===== src/rtl/seq_shift_add_multiplier.sv =====
// -----------------------------------------------------------------------------
// seq_shift_add_multiplier
//
// Iterative shift-add multiplier producing a full 2*WIDTH-bit product from two
// WIDTH-bit operands. It supports unsigned operands and, when SIGNED_EN is set,
// two's-complement operands selected per operation by is_signed.
//
// The engine multiplies operand magnitudes and applies the sign only at the
// end. The smaller magnitude becomes the multiplier, so the iteration count
// equals that operand's bit length. The operation finishes as soon as the
// remaining multiplier bits are all zero.
//
// Ports
//   clock      rising-edge clock
//   reset_n    asynchronous active-low reset; aborts any operation in flight
//   S          start, sampled only while busy = 0
//   is_signed  operand mode, sampled with S (1 = two's complement)
//   in1, in2   WIDTH-bit operands, sampled with S
//   busy       high while an operation is in flight
//   V          one-cycle pulse: data_out holds a new product
//   data_out   2*WIDTH-bit product, held until the next product is written
// -----------------------------------------------------------------------------
module seq_shift_add_multiplier #(
  parameter int WIDTH     = 32,
  parameter bit SIGNED_EN = 1'b1
) (
  input  logic                 clock,
  input  logic                 reset_n,
  input  logic                 S,
  input  logic                 is_signed,
  input  logic [WIDTH-1:0]     in1,
  input  logic [WIDTH-1:0]     in2,
  output logic                 busy,
  output logic                 V,
  output logic [2*WIDTH-1:0]   data_out
);

  localparam logic [0:0] IDLE = 1'b0;
  localparam logic [0:0] RUN  = 1'b1;

  logic [0:0]         state;
  logic [WIDTH-1:0]   mult;
  logic [2*WIDTH-1:0] mcand;
  logic [2*WIDTH-1:0] acc;
  logic               neg;

  logic               signed_mode;
  logic [WIDTH-1:0]   abs_a;
  logic [WIDTH-1:0]   abs_b;
  logic [WIDTH-1:0]   mult_init;
  logic [WIDTH-1:0]   mcand_init;

  assign signed_mode = SIGNED_EN && is_signed;

  // Operand magnitudes and ordering are computed from the live inputs. They
  // are captured only on the edge that accepts S.
  // NOTE: every always_comb output is assigned a default first. If any path
  // leaves an output unassigned, synthesis infers a latch.
  always_comb begin
    abs_a      = in1;
    abs_b      = in2;
    // Negating in WIDTH bits maps -2^(WIDTH-1) onto itself. Read as unsigned,
    // that value is the correct magnitude 2^(WIDTH-1).
    if (signed_mode && in1[WIDTH-1]) abs_a = -in1;
    if (signed_mode && in2[WIDTH-1]) abs_b = -in2;
    mult_init  = abs_a;
    mcand_init = abs_b;
    if (abs_b < abs_a) begin
      mult_init  = abs_b;
      mcand_init = abs_a;
    end
  end

  assign busy = (state == RUN);

  // NOTE: state is updated with non-blocking assignments, so every register
  // sees the pre-edge values of the others. This keeps acc, mcand and mult
  // in step within an iteration.
  always_ff @(posedge clock or negedge reset_n) begin
    if (!reset_n) begin
      state    <= IDLE;
      mult     <= '0;
      mcand    <= '0;
      acc      <= '0;
      neg      <= 1'b0;
      V        <= 1'b0;
      data_out <= '0;
    end else begin
      V <= 1'b0;
      case (state)
        IDLE: begin
          if (S) begin
            neg   <= signed_mode & (in1[WIDTH-1] ^ in2[WIDTH-1]);
            mult  <= mult_init;
            mcand <= {{WIDTH{1'b0}}, mcand_init};
            acc   <= '0;
            state <= RUN;
          end
        end
        RUN: begin
          if (mult != '0) begin
            if (mult[0]) acc <= acc + mcand;
            mcand <= mcand << 1;
            mult  <= mult >> 1;
          end else begin
            // Negating a zero accumulator gives zero, so -0 needs no special case.
            data_out <= neg ? -acc : acc;
            V        <= 1'b1;
            state    <= IDLE;
          end
        end
        default: state <= IDLE;
      endcase
    end
  end

endmodule


===== config.mk =====
export PLATFORM = sky130hd
export DESIGN_NAME = seq_shift_add_multiplier
export DESIGN_NICKNAME = d
export VERILOG_FILES = /design/src/rtl/seq_shift_add_multiplier.sv
export SDC_FILE = /design/constraint.sdc
export NUM_CORES = 1
export LEC_CHECK = 0
export CORE_UTILIZATION = 44
export CTS_CLUSTER_DIAMETER = 200
export CTS_CLUSTER_SIZE = 20
export DETAILED_ROUTE_END_ITERATION = 7
export GPL_ROUTABILITY_DRIVEN = 0
export PLACE_DENSITY = 0.73
export SYNTH_ARGS = -nofsm -noshare
export SYNTH_HDL_FRONTEND = slang
export SYNTH_SLANG_ARGS = --single-unit

===== constraint.sdc =====
create_clock -name clock -period 5.35 [get_ports clock]
set_input_delay 1.07 -clock clock [delete_from_list [all_inputs] [get_ports clock]]
set_output_delay 1.07 -clock clock [all_outputs]
set_load 0.01 [all_outputs]

==> impl_metrics.json <==
{
  "synth.area.top_cells": "dfrtp_1 35%, ha_1 7.4%, o21ai_0 6.8%",
  "critPathSlowestCell": "or4_1",
  "synth_edf_count": 0,
  "synthSimpleGateAreaFrac_pct": 16.4,
  "startpoint_type": "primary input",
  "syn2layout_area_growth_pct": 16.4,
  "setup_viol": 0,
  "post-place-ws_ns": -0.271,
  "fin_hold_ws_ns": 0.480,
  "io_buffer_count": 133,
  "die_area_um2": 38000,
  "synth-warning-count": 0,
  "fp.dieH_um": 195,
  "final_nets": 2232,
  "status": "completed",
  "critPathMaxStageDelay_ns": 0.55,
  "synth_area_leader_cell": "dfrtp_1",
  "fillerInstances": 3414,
  "whs_endpoint": "data_out[20]$_DFFE_PN0P_",
  "cpMostUsedCell": "buf_4",
  "critPathKind": "primary input to flip-flop",
  "grt_pass1_wl_um": 73600,
  "synth-adder-area-share_pct": 7.54,
  "synthesis.nets": 2098,
  "tritoncts": "yes",
  "synth_cell_types": 69,
  "r2r_end": "acc[62]$_DFFE_PN0P_",
  "cts_buffers": 15,
  "vdd_drop_max_uv": 276,
  "final_common_cell": "nand2_1",
  "r2r_start": "acc[0]$_DFFE_PN0P_",
  "slew_viol_final": 0,
  "worstMarginPinSlew_ns": 1.15,
  "reg2reg_setup_slack_ns": 1.57,
  "placed_cells": 2516,
  "htreeDepth": 1,
  "ant_nets": 0,
  "wirelength_um": 44800,
  "grt_use_total_pct": 23.4,
  "instances_no_fill": 2536,
  "wire_per_inst_um": 17.7,
  "power.total_w": 0.00959,
  "ys.flop_type": "dfrtp_1",
  "rows": 70,
  "hp-class": "flip-flop to flip-flop",
  "yosys.area.top_type_share_pct": 34.7,
  "drtIter0Drc": 1367,
  "synth_seq_cells": 227,
  "avgSynthCellArea_um2": 8.47,
  "cp_max_fo": 42,
  "initial_core_util_pct": 44.7,
  "gr-total-overflow": 0,
  "finalHoldViolations": 0,
  "ys_seq_area_share_pct": 34.7,
  "pin_count": 134,
  "drv_cap": 0,
  "core_area_um2": 36600,
  "clock.fmax_mhz": 195,
  "max_slew_margin_pct": 23.2,
  "routed_via_density": 5.95,
  "diodes": 0,
  "grt_pass1_vias": 14500,
  "layout_common_cells": "231 x nand2_1, 225 x dfrtp_1, 221 x o21ai_0",
  "finClkSkew_ns": 0.0234,
  "synth.area.mux_share_pct": 1.67,
  "vias": 15100,
  "cts_root_buf": "clkbuf_16",
  "syn_area_um2": 16400,
  "cp-end-kind": "flip-flop",
  "finalCriticalPeriod_ns": 5.12,
  "cts_buffer_depth": 3,
  "min_delay_path_depth": 2,
  "drc_errors": 0,
  "synth_compound_area_share_pct": 27.0,
  "leakage_nw": 8.43,
  "worstPathCellList": "clkdlybuf4s50_1, or4_1, or3_1, buf_4, nor3_1, buf_4, nand3_1, buf_4, o41ai_1, xor2_1, ha_1, o211ai_1, nor3_1, a31oi_2, nand2_1, buf_12, buf_4, o21ai_0, a221o_1",
  "place_hpwl_um": 33900,
  "cp.required_ns": 5.72,
  "layout-drive-gt1-share_pct": 7.35,
  "fp.dieW_um": 195,
  "antenna_found_initial": 1,
  "synth_top_family_by_area": "compound AO/OA/AOI/OAI gates",
  "cts_hold_buf": 0,
  "grt_max_degree": 136,
  "hp-start": "data_out[20]$_DFFE_PN0P_",
  "setup_slack_ns": 0.225,
  "clkLatencyLatePin_ns": 0.50,
  "cts_sinks": 227,
  "rr_worst_depth": 11,
  "drt_pass1_iterations": 5,
  "finalCritPeriodShare_pct": 95.8,
  "yosys.area_share.xor_xnor_pct": 8.83,
  "clk_pin_slew_ns": 0.08,
  "postSynth.asyncResetShare_pct": 100,
  "cp.arrival_ns": 5.49,
  "power_density_nw_per_um2": 503,
  "fin_util_pct": 52.0,
  "synthesis.instances": 1932
}
## metal layers
layer / part of all wire [%] / routed length (um) / global-route usage, %
met5: 0.027 / 12 / 0
met4: 2.9 / 1290 / 7.14
met3: 5.6 / 2500 / 2.62
met2: 47 / 21000 / 39.7
met1: 45 / 20000 / 31.4
## state kept, by name, indices dropped and copies added (netlist names)
| signal | cells |
|---|---|
| mult | 32 |
| neg | 1 |
| V | 1 |
| mcand | 64 |
| acc | 64 |
| data_out | 64 |
| busy | 1 |
## power by group
group          internal [W]  switching [W]  total [W]
Sequential          0.00234       0.000724    0.00307
Combinational       0.00228        0.00312    0.00540
Clock              0.000518       0.000602    0.00112
## logic make-up (layout without fill, tap and decap cells)
logic type / after synthesis / in the layout
adders and majority gates: 98 / 98
muxes: 26 / 26
DFF: 227 / 227
buffers and inverters: 165 / 301
and+or+nand+nor: 562 / 562
xor gates and xnor gates: 165 / 165
AOI/OAI and AO/OA: 689 / 689
## cell usage after synthesis, types with 13 or more instances
cell	number
nand2_1	231
dfrtp_1	227
o21ai_0	222
a21oi_1	148
xor2_1	108
clkbuf_1	98
ha_1	97
nor2_1	95
inv_1	59
xnor2_1	57
nor3_1	40
o211ai_1	37
a21o_1	35
a22o_1	34
nand3_1	32
o31ai_1	25
and3_1	24
nand4_1	24
or3_1	22
nor4_1	21
a2bb2oi_1	18
a211oi_1	17
o21bai_1	17
o22ai_1	17
mux2i_1	16
o21a_1	15
or4_1	15
a221oi_1	13
a31oi_1	13
## repair_timing
item / in CTS / in global routing
setup endpoints to repair: 0 / 47
gates resized for setup: 0 / 3
setup buffers: 0 / 1
## metrics by stage
stage,instance area [um^2],setup TNS [ns]
finish,19000,0
global route,19000,-0.0257
CTS,19000,0
detailed placement,18600,-10.39
global placement,18600,-2.95
floorplan,16400,0
## final cells by class
type | instances | area, um^2 | area share [%]
Clock buffer | 17 | 383 | 2.01
Sequential cell | 227 | 5680 | 29.8
Inverter | 61 | 229 | 1.20
Multi-Input combinational cell | 1540 | 10100 | 53.0
Clock inverter | 2 | 25.0 | 0.131
Timing Repair Buffer | 221 | 2050 | 10.7
Tap cell | 468 | 586 | 3.08
## critical path, delay by kind of cell
| kind | cells | cell delay [ns] |
|---|---|---|
| AND/OR/NAND/NOR | 6 | 1.60 |
| adder cells (fa/ha/maj) | 1 | 0.33 |
| AO/OA/AOI/OAI | 5 | 1.05 |
| XOR/XNOR | 1 | 0.17 |
| buffers and inverters | 6 | 1.28 |
## worst max path at each step
stage / from / end / slack [ns]
detailed placement: in1[4] / mult[20]$_DFFE_PN0P_ / -0.27
global route: in1[8] / mult[20]$_DFFE_PN0P_ / -0.02
floorplan: in1[10] / mcand[5]$_DFFE_PN0P_ / 0.14
global placement: in1[10] / mcand[28]$_DFFE_PN0P_ / -0.12
CTS: in1[4] / mult[20]$_DFFE_PN0P_ / 0.20
finish: in1[10] / mcand[15]$_DFFE_PN0P_ / 0.23
Note: power is estimated with default switching activity, not from simulation.
==> edit 1: new RTL, config.mk and constraints unchanged <==
The parameter `SIGNED_EN` goes from 1'b1 to 1'b0.
--- a/src/rtl/seq_shift_add_multiplier.sv
+++ b/src/rtl/seq_shift_add_multiplier.sv
@@ -23,5 +23,5 @@
 module seq_shift_add_multiplier #(
   parameter int WIDTH     = 32,
-  parameter bit SIGNED_EN = 1'b1
+  parameter bit SIGNED_EN = 1'b0
 ) (
   input  logic                 clock,
Function: changed (a bounded check fails within 4 cycles, from zero or initial values and one cycle with reset_n low).
==> edit 1 against the original RTL <==
- critical path type unchanged
- area after synthesis fell by 14%
- total power fell by 22%
- sequential share of layout area rose by 5.5 points
- design area fell by 16%
- wire length fell by 26%
- sequential cell count fell by 1
- worst setup slack improved by 1500 ps
==> edit 1: results (changes against the original RTL) <==
[status]
status=finished clean

[place]
pre_cts_slack_ps=1190  ; +1470 ps
hpwl_um=24100  ; -29%

[route]
drtIter0Drc=704  ; -49%
met1_length_um=16000  ; -20%
met3_length_um=1870  ; -25%
wl_met2_um=15000  ; -29%

[setup_path]
cpPeakStageDelay_ps=500  ; -50 ps
r2r-end=acc[57]
crit_path_end=mcand[4]
reg2reg_slack_ps=1760  ; +190 ps
worstPathArrival_ps=3970  ; -1520 ps
cp_slowest_cell=clkdlybuf4s50_1

[power]
p_int_mw=4.40  ; -14%

[global_routing]
grt_usage=0.205  ; -0.0291
antenna_found_initial=0  ; -1
met1_usage=0.297  ; -0.0171
grt_first_pass_wirelength_um=55600  ; -24%

[finish]
final_layout_size_suffix_gt1_frac=0.0711  ; -0.00240
seq_area_um2=5660  ; -0.48%
final_cells=1915  ; -24%
multi_input_area_um2=7830  ; -22%
multi_input_area_share=0.489  ; -0.0407

[sta]
setup_slack_ps=1700  ; +1480 ps
slew-limit-headroom=0.245  ; +0.0131

[floorplanning]
num_tap_cells=396  ; -15%

[synthesis]
synthTopCellsByCount=dfrtp_1 (226), nand2_1 (129), o21ai_0 (108)
synth.distinct_cells=59  ; -14%

## edit 1: kinds of logic (layout without fill, tap and decap cells)
| logic type | after synthesis | in the layout | synth area share |
|---|---|---|---|
| AO/OA/AOI/OAI | 495 | 495 | 0.235 |
| XOR/XNOR | 60 | 60 | 0.0375 |
| adder cells (fa/ha/maj) | 95 | 95 | 0.0854 |
| buffers and inverters | 140 | 209 | 0.0405 |
| flip-flops | 226 | 226 | 0.404 |
| multiplexers | 129 | 129 | 0.0979 |
| AND/OR/NAND/NOR | 305 | 305 | 0.0995 |
## edit 1: how the worst min path moves through the flow
stage	end	cells past startpoint	start
after floorplan	acc[63]	1	acc[63]
after global placement	mult[31]	2	mult[31]
after detailed placement	mult[31]	2	mult[31]
after CTS	mult[31]	2	mult[31]
after global routing	data_out[38]	1	data_out[38]
final	mult[31]	2	mult[31]
==> edit 2: new RTL, same flow settings <==
Made on the original files. Reset style: synchronous (`reset_n`), changed in one clocked block. Comments in the files are not updated.
--- a/src/rtl/seq_shift_add_multiplier.sv
+++ b/src/rtl/seq_shift_add_multiplier.sv
@@ -77,5 +77,5 @@
   // sees the pre-edge values of the others. This keeps acc, mcand and mult
   // in step within an iteration.
-  always_ff @(posedge clock or negedge reset_n) begin
+  always_ff @(posedge clock) begin
     if (!reset_n) begin
       state    <= IDLE;
Formal check against the unedited RTL: differs if reset_n is asserted again (counterexample within 4 cycles, from zero or initial values and one cycle with reset_n low); with reset_n held inactive, the same outputs for 4 cycles.
==> edit 2 against the original RTL <==
- the flow now finishes with violations (design-rule violations)
- area after synthesis is 1.9% lower
- global-route usage is 1.4 points higher
- design area is 3.0% lower
- sequential cell count stayed put
- worst hold slack worse by 17 ps
- first-iteration DRC count is 13% lower
- worst setup slack better by 100 ps
- wire length is 6.1% higher
- critical path type unchanged
Power is not compared: it rests on default switching activity, and its combinational part moved more than twofold at a synthesized area within 25%.
==> edit 2: results (changes against the original RTL) <==
[global_routing]
grt_usage=0.249  ; +0.0143
met1_usage=0.371  ; +0.0569
gr-usage-met2=0.374  ; -0.0230
antenna_found_initial=2  ; +1
grt_max_degree=150  ; +10%
grt_pass1_vias=14600  ; +0.93%
met3_usage=0.0300  ; +0.00384
grt_first_pass_wirelength_um=75800  ; +3.1%

[status]
violations=design-rule violations
status=finished with violations

[synthesis]
synthTopCellsByArea=dfxtp_1 (28%), a21oi_1 (7.7%), ha_1 (7.6%), xor2_1 (5.8%), o21ai_0 (5.7%)
async_flop_share=0  ; -1.00
synth-main-ff-cell=dfxtp_1
synth_edf_count=0  ; unchanged
synthTopCellsByCount=a21oi_1 (247), dfxtp_1 (227), nand2_1 (227)
synthesis.nets=2287  ; +9.0%
synth.distinct_cells=74  ; +7.2%
ys_seq_area_frac=0.283  ; -0.0640
ys_warn_count=0  ; unchanged

[setup_path]
timing.rr.start=busy
cp_max_fo=38  ; -9.5%
reg2reg_slack_ps=1660  ; +90 ps
r2r-end=acc[63]
cp-startpoint=in2[8]
crit_path_end=mult[27]
critPathTopFamily=compound AO/OA/AOI/OAI gates
worstPathArrival_ps=5450  ; -40 ps

[route]
dr.pass1.iters=8  ; +3
vias_per_cell=6.06  ; +1.9%
avgRoutedWirePerCell_um=17.8  ; +0.85%
drc=11  ; +11
drtIter0Drc=1196  ; -13%
highest_layer=met5
wl_met2_um=19800  ; -5.7%
met3_length_um=3890  ; +55%
met1_length_um=22700  ; +14%

[sta]
worstMarginPinSlew_ps=1130  ; -18.7 ps
finalClockSkew_ps=17.6  ; -5.77 ps

[cts]
post_cts_buffers=0  ; unchanged
root_buffer=clkbuf_16
insertion_delay_ps=510
h-tree-depth=1  ; unchanged
clkTransAtPathRegs_ps=80  ; about the same
cts-resized-gates=0  ; unchanged

[finish]
reg_top3=acc (64), data_out (64), mcand (64)
final_nets=2372  ; +6.3%
final_layout_size_suffix_gt1_frac=0.0580  ; -0.0155
diodes=0  ; unchanged

[power]
ir_worst_vdd_mv=0.146
power_leakage_nw=7.07

[place]
hpwl_um=35900  ; +5.7%
io_buffers=133  ; unchanged

-- edit 2: cells by family after synthesis --
logic type,synth area share
compound gates,0.279
xor+xnor,0.0928
fa+ha+maj,0.0769
buf+inv,0.0412
flops,0.283
mux,0.0250
simple gates,0.202
-- edit 2: area by class of cell --
class | instances | area, um2
inverter | 38 | 145
tap | 461 | 577
sequential | 227 | 4550
multi-input combinational | 1718 | 10900
clock inverter | 2 | 25.0
timing repair buffer | 206 | 1930
clock buffer | 15 | 375
fill | 3422 | 17300
-- edit 2: how the worst min path moves through the flow --
stage	startpoint	to	slack (ps)	cells past startpoint
2_1_floorplan	mcand[31]	mcand[32]	450	2
3_3_place_gp	data_out[24]	data_out[24]	440	2
3_5_place_dp	data_out[24]	data_out[24]	450	2
4_1_cts	data_out[24]	data_out[24]	460	2
5_1_grt	data_out[24]	data_out[24]	490	2
6_report	data_out[24]	data_out[24]	460	2
-- edit 2: metrics by stage --
stage          hold WS (ps)  setup slack, ps  std cells  instance area, um2  total power [mW]
6_report                462              325       2667               18500              3.94
5_1_grt                 486             84.9       2667               18500              4.13
4_1_cts                 460              339       2667               18500              3.94
3_5_place_dp            448             -173       2650               18100              2.85
3_3_place_gp            444            -67.7       2650               18100              2.82
2_1_floorplan           449              108       2121               16000              2.49
-- edit 2: power by group --
| group | internal (mW) | total (mW) | switching [mW] |
|---|---|---|---|
| clock network | 0.512 | 1.11 | 0.597 |
| logic | 0.410 | 0.993 | 0.583 |
| registers | 1.76 | 1.84 | 0.0823 |
| total | 2.68 | 3.94 | 1.26 |
-- edit 2: tightest hold or removal path: stages, from the launching register on --
cell and delay [ps]:
dfxtp_1 320, nand2_1 50, a21oi_1 50
